### config.mk
export PLATFORM = sky130hd
export DESIGN_NAME = fir_coe_loader
export DESIGN_NICKNAME = d
export VERILOG_FILES = /design/src/rtl/fir_coe_loader.sv
export SDC_FILE = /design/constraint.sdc
export NUM_CORES = 1
export LEC_CHECK = 0
export BUFFER_PORTS_ARGS = -buffer_cell sky130_fd_sc_hd__clkbuf_2
export CAP_MARGIN = 20
export CORE_ASPECT_RATIO = 0.9
export CORE_MARGIN = 5
export CORE_UTILIZATION = 35
export DETAILED_ROUTE_END_ITERATION = 8
export HOLD_SLACK_MARGIN = 0.08
export PLACE_DENSITY_LB_ADDON = 0.08
export SLEW_MARGIN = 25
export SYNTH_ARGS = -nofsm -noshare
export SYNTH_HDL_FRONTEND = slang
export SYNTH_SLANG_ARGS = --single-unit
### constraint.sdc
create_clock -name clk -period 4.69 [get_ports clk]
set_input_delay 1.407 -clock clk [delete_from_list [all_inputs] [get_ports clk]]
set_output_delay 1.407 -clock clk [all_outputs]
set_load 0.01 [all_outputs]
### src/rtl/fir_coe_loader.sv
// fir_coe_loader: sequences a host-written shadow coefficient buffer into a FIR filter, then commits it.
// Optional shadow readback on rd_addr/rd_data is enabled by defining FIR_COE_READBACK_EN.
module fir_coe_loader #(
    parameter int         NTAPS     = 11,
    parameter logic [3:0] IDLE_CODE = 4'd15
) (
    input  logic       clk,
    input  logic       rst,
    input  logic       wr_en,
    input  logic [3:0] wr_addr,
    input  logic [3:0] wr_data,
    input  logic       start,
    input  logic       abort,
    output logic [3:0] count_coe,
    output logic [3:0] coe,
    output logic       busy,
    output logic       done,
    output logic       wr_err,
    input  logic [3:0] rd_addr,
    output logic [3:0] rd_data
);
    typedef enum logic [1:0] {IDLE, LOAD, COMMIT} state_t;
    localparam logic [3:0] L_N    = 4'(NTAPS);
    localparam logic [3:0] L_LAST = 4'(NTAPS - 1);
    state_t     r_state;
    logic [3:0] r_shadow [NTAPS];
    logic [3:0] r_idx, r_count_coe, r_coe, r_rd_data;
    logic       r_busy, r_done, r_wr_err;
    logic       w_wr_ok;
    logic [3:0] w_first_coe, w_next_coe;
`ifdef FIR_COE_READBACK_EN
    logic [3:0] w_rd_val;
`else
    logic       w_unused_rd;
    assign w_unused_rd = ^rd_addr;
`endif
    assign w_wr_ok = wr_en && r_state == IDLE && wr_addr < L_N;
    // a slot-0 write landing with start must reach the filter in the first LOAD cycle
    assign w_first_coe = (w_wr_ok && wr_addr == 4'd0) ? wr_data : r_shadow[0];
    always_comb begin
        w_next_coe = '0;
`ifdef FIR_COE_READBACK_EN
        w_rd_val = '0;
`endif
        for (int i = 0; i < NTAPS; i++) begin
            if (r_idx + 4'd1 == 4'(i)) w_next_coe = r_shadow[i];
`ifdef FIR_COE_READBACK_EN
            if (rd_addr == 4'(i)) w_rd_val = r_shadow[i];
`endif
        end
    end
    always_ff @(posedge clk) begin
        if (!rst) begin
            r_state     <= IDLE;
            r_idx       <= '0;
            r_count_coe <= IDLE_CODE;
            r_coe       <= '0;
            r_busy      <= 1'b0;
            r_done      <= 1'b0;
            r_wr_err    <= 1'b0;
            r_rd_data   <= '0;
            for (int i = 0; i < NTAPS; i++) r_shadow[i] <= (i >= 4 && i <= 6) ? 4'd7 : 4'd0;
        end else begin
            r_done   <= 1'b0;
            r_wr_err <= wr_en && !w_wr_ok;
`ifdef FIR_COE_READBACK_EN
            r_rd_data <= w_rd_val;
`else
            r_rd_data <= '0;
`endif
            for (int i = 0; i < NTAPS; i++)
                if (w_wr_ok && wr_addr == 4'(i)) r_shadow[i] <= wr_data;
            if (abort) begin
                r_state     <= IDLE;
                r_count_coe <= IDLE_CODE;
                r_coe       <= '0;
                r_busy      <= 1'b0;
            end else begin
                case (r_state)
                    IDLE: if (start) begin
                        r_state     <= LOAD;
                        r_idx       <= '0;
                        r_count_coe <= '0;
                        r_coe       <= w_first_coe;
                        r_busy      <= 1'b1;
                    end
                    LOAD: if (r_idx == L_LAST) begin
                        r_state     <= COMMIT;
                        r_count_coe <= L_N;
                        r_coe       <= '0;
                    end else begin
                        r_idx       <= r_idx + 4'd1;
                        r_count_coe <= r_idx + 4'd1;
                        r_coe       <= w_next_coe;
                    end
                    COMMIT: begin
                        r_state     <= IDLE;
                        r_count_coe <= IDLE_CODE;
                        r_busy      <= 1'b0;
                        r_done      <= 1'b1;
                    end
                    default: r_state <= IDLE;
                endcase
            end
        end
    end
    assign count_coe = r_count_coe;
    assign coe       = r_coe;
    assign busy      = r_busy;
    assign done      = r_done;
    assign wr_err    = r_wr_err;
    assign rd_data   = r_rd_data;
endmodule

==> results by stage <==
Run status:
- The run finished with clean final reports.

Yosys:
- The cell area that synthesis handed to floorplanning was 3270 um2.
- Multiplexer cells account for around 1.5% of the synthesized area.
- The count of warnings emitted by yosys is 0.
- sky130_fd_sc_hd__edfxtp_1 takes more of the synthesized area than any other cell.
- The main flop type after synthesis is sky130_fd_sc_hd__edfxtp_1.
- The compound-gate portion of the synthesized area is between 15 and 20%.
- Summing the sequential cell areas from Yosys gives 50.9% of the chip area.
- The number of different library cells used by synthesis comes to 53.
- The share of synthesized cell area in and, or, nand and nor gates is 21.3%.
- In this run, synthesis produced a sequential element count of 61.
- The library cell with the highest instance count after synthesis is sky130_fd_sc_hd__nor2_1.
- The commonest cells after synthesis are 51 x sky130_fd_sc_hd__nor2_1, 44 x sky130_fd_sc_hd__edfxtp_1, 40 x sky130_fd_sc_hd__nand2_1.
- By area, the combinational part of the netlist is dominated by simple AND/OR/NAND/NOR gates.
- The synthesized instance count is 341.
- The adder-cell share of the synthesized area is under 10%.
- The average footprint of a synthesized cell is 9.58 um2.
- Ranked by total cell area, the synthesized netlist is headed by sky130_fd_sc_hd__edfxtp_1 40%, sky130_fd_sc_hd__dfxtp_1 10%, sky130_fd_sc_hd__nor2_1 5.9%.
- The fraction of synthesized cell area in xor and xnor cells is 0.536%.
- The area share of the largest cell type after synthesis is around two fifths.
- The share of flip-flops with an asynchronous set or reset is 0%.
- In this run, synthesis inferred 44 flip-flops with an integrated enable.

Worst setup path:
- The slowest cell on the critical path is sky130_fd_sc_hd__dfxtp_1.
- The kind of cell with the highest combined delay on the critical path is compound AO/OA/AOI/OAI gates.
- The setup slack of the worst register-to-register path is 2.06 ns.
- On the worst path, the slowest cell contributes a delay of approximately 0.57 ns.
- The critical-path maximum fanout is 12.
- The critical path data required time is 4.91 ns.
- The critical register-to-register path endpoint is coe[1].
- The startpoint identified for the worst register-to-register timing path is r_idx[0].
- In this design, the critical path's most frequently occurring cell is sky130_fd_sc_hd__inv_1.
- The worst path buffer plus inverter count is 2.
- Tracing the worst setup path back leads to its startpoint at r_idx[0].
- The data arrival time of the worst path is 2.85 ns.
- The critical path is of the reg2reg type.
- The worst setup path is launched from a flop.
- STA classifies the critical path endpoint as a flop.
- The count of cells along the worst register-to-register path is 8.
- The signal on the critical path passes through inv_1, ha_1, inv_1, nand2_1, o22ai_1, o32ai_1, a2111oi_2, o31ai_1.

Final layout:
- The relative area change from synthesis to final layout is 11.8%.
- Cells with a size suffix above 1 make up 15.6% of the layout.
- The fill cell total of the finished layout is 929.
- For this run, the number of standard cells in the final layout without fillers is 488.
- The post-layout net count is 387.
- The number of antenna diodes in the final layout is 0.
- The finished cells cover 3650 um2.

Floorplan:
- During I/O placement, the number of pins put on the boundary was 32.
- Once the floorplan was initialized, standard cells occupied between 30% and 40% of the core.
- The die is approximately 110 um wide.
- The placeable core region is 9130 um2.
- Measured along the y axis, the die boundary spans approximately 100 um.
- The floorplan has 33 rows.
- The die covers 11400 um2.

Power:
- Per report_power, the sequential group accounts for 50.7% of the total.
- Dividing total power by cell area gives a power density of 326 nW/um2.
- The share of total power dissipated in the clock network is 42.0%.
- The share of total power dissipated in combinational logic is 7.3%.
- For this design the static power due to leakage is ~1.4 nW.
- The overall power after layout is between 1 and 1.5 mW.
- IR analysis of the VDD net gives a maximum drop of 147 uV.
- Net switching is between 20% and 30% of the power.
- In this run the power spent charging and discharging nets is 0.275 mW.
- The cell-internal power is 0.916 mW.

Timing:
- Headroom to the max-slew limit came out at 54.0%.
- For the final routed database, the setup TNS stands at 0 ns.
- The total count of max-transition violations in the final report is 0.
- The post-route fraction of the period consumed by the critical path is 56.0%.
- For the pin with the worst max-slew slack, the measured transition is 0.689 ns.
- The setup slack of the critical path after layout is 2.06 ns.
- The clock arrives with between 0.01 and 0.015 ns of skew.
- The worst path needs 2.63 ns of the cycle, external delays included.
- The count of endpoints failing hold in the final timing report is 0.
- The maximum clock rate is 0.381 GHz.
- The setup violation total in the final timing report is 0.
- Setup repair after global routing left no endpoint under its margin.

Routing:
- The mean number of vias per cell is between 5 and 6.
- For this run, the detailed router's first-pass iteration total came to 5.
- After detailed routing, the number of remaining DRC violations is 0.
- Detailed routing inserted a total of about 2.5k vias.
- The detailed router finished its first iteration with 149 violations.
- The count of nets left with antenna violations after detail routing is 0.
- Dividing the detail-routed wire length by the instance count gives 16.8 um.
- The routed design has between 8000 and 9000 um of wire.

CTS:
- The clock tree synthesis step divided the H-tree into 3 levels.
- The clock edge transition at the registers on the reported setup and hold paths is 0.07 ns.
- In this run, CTS created clock tree buffers numbering 9.
- The number of setup buffers added after CTS is 0.
- Hold repair after CTS inserted 0 buffers.
- The tree is rooted in a sky130_fd_sc_hd__clkbuf_8.
- Post-CTS repair changed the size of 0 cells.
- The number of sinks on the clock net is just over 60.
- Counting along the longest clock path gives a buffer depth of 2.
- Clock latency on the worst-skew pair, taken at its later pin, is 0.35 ns.
- The clock tree from TritonCTS is done.

Placed design:
- Routability-driven placement finished with a final weighted congestion of 0.780.
- Summed over all nets, the half-perimeter wirelength after detailed placement is about 6000 um.
- The total cell area at the placement stage is 3450 um2.
- In this run, placement finished with an instance count of 472.
- Before CTS, the worst setup slack after placement is 1.76 ns.
- The count of input and output buffers is 23.

Global route:
- The first global-routing pass estimated 13300 um of wire.
- Entering global routing, the biggest net connects 26 pins.
- The total track usage is between 15 and 20%.
- The residual overflow from global routing is 0.
- The number of antenna violations at the first check in global routing came to 0.
- The via count of the first global-routing pass is 2496.

Hold path:
- The class of the most critical hold timing path is reg2reg.
- The path with the worst hold slack has its endpoint at count_coe[3].
- The launch point of the worst hold path is count_coe[3].
- The worst hold path was traced through 2 stages.

Run:
- The max-cap check violation count is 0.
## power by group through the flow
stage                     Combinational (mW)  Clock [mW]  Sequential, mW
after floorplan                       0.0559           0           0.615
after CTS                             0.0871       0.510           0.605
after global routing                  0.0966       0.536           0.606
final                                 0.0864       0.501           0.605
after detailed placement              0.0868           0           0.617
after global placement                0.0867           0           0.616
## worst register-to-register path: cells and delay by family (launching register included)
kind / cells / cell delay (ns)
compound gates: 4 / 0.95
fa+ha+maj: 1 / 0.32
buf+inv: 2 / 0.42
flops: 1 / 0.57
simple gates: 1 / 0.24
## registers in the layout, indices dropped and copies added, names as in the netlist
signal / flops
busy: 1
r_shadow: 44
count_coe: 4
wr_err: 1
r_idx: 4
coe: 4
r_state: 2
done: 1
## area by class of cell
cell class	instances	area [um2]	area share [%]
Sequential cell	61	1660	45.5
Multi-Input combinational cell	249	1450	39.8
Tap cell	122	153	4.18
Clock buffer	10	128	3.49
Timing Repair Buffer	23	115	3.15
Clock inverter	6	78.8	2.16
Inverter	17	63.8	1.75
## layer usage
| layer | share of wire, % | global-route usage (%) | wire, um |
|---|---|---|---|
| met3 | 7.3 | 4.48 | 595 |
| met2 | 43 | 23.4 | 3550 |
| met4 | 0.83 | 3.37 | 68 |
| met1 | 49 | 21.4 | 3980 |
| met5 | 0 | 0 | 0 |
## worst max path at each step
stage,endpoint,slack [ns],depth (start not counted)
finish,coe[1],2.06,8
detailed placement,coe[0],1.76,5
CTS,coe[1],2.04,8
floorplan,r_shadow[7][0],2.22,4
global placement,coe[3],1.72,5
global route,coe[1],1.85,8
## logic make-up (layout without fill, tap and decap cells)
family          count (synthesis)  in the layout
compound gates                 83             83
buf+inv                        34             56
xor+xnor                        2              2
other cells                     1              4
simple gates                  146            146
mux                             5              5
flops                          61             61
fa+ha+maj                       9              9
## cell usage in the layout (no fill, tap or decap), types with 4 or more instances in the layout
| cell type | n |
|---|---|
| sky130_fd_sc_hd__nor2_1 | 51 |
| sky130_fd_sc_hd__edfxtp_1 | 44 |
| sky130_fd_sc_hd__nand2_1 | 40 |
| sky130_fd_sc_hd__a21oi_1 | 24 |
| sky130_fd_sc_hd__clkbuf_2 | 23 |
| sky130_fd_sc_hd__inv_1 | 17 |
| sky130_fd_sc_hd__dfxtp_1 | 17 |
| sky130_fd_sc_hd__o21ai_0 | 12 |
| sky130_fd_sc_hd__o22ai_1 | 10 |
| sky130_fd_sc_hd__nor2b_1 | 9 |
| sky130_fd_sc_hd__ha_1 | 9 |
| sky130_fd_sc_hd__clkbuf_8 | 9 |
| sky130_fd_sc_hd__or2_2 | 8 |
| sky130_fd_sc_hd__nand3_1 | 7 |
| sky130_fd_sc_hd__a221oi_1 | 6 |
| sky130_fd_sc_hd__mux2i_1 | 5 |
| sky130_fd_sc_hd__nor3_1 | 4 |
| sky130_fd_sc_hd__nand2b_1 | 4 |
| sky130_fd_sc_hd__o32ai_1 | 4 |
| sky130_fd_sc_hd__o31ai_1 | 4 |
| sky130_fd_sc_hd__conb_1 | 4 |
## through the flow
step           hold WS (ns)  util (%)
6_report              0.467      40.0
5_1_grt               0.502      40.0
4_1_cts               0.475      40.0
3_5_place_dp          0.460      37.8
3_3_place_gp          0.447      37.8
2_1_floorplan         0.481         -
Power figures use the tool's default switching activity.
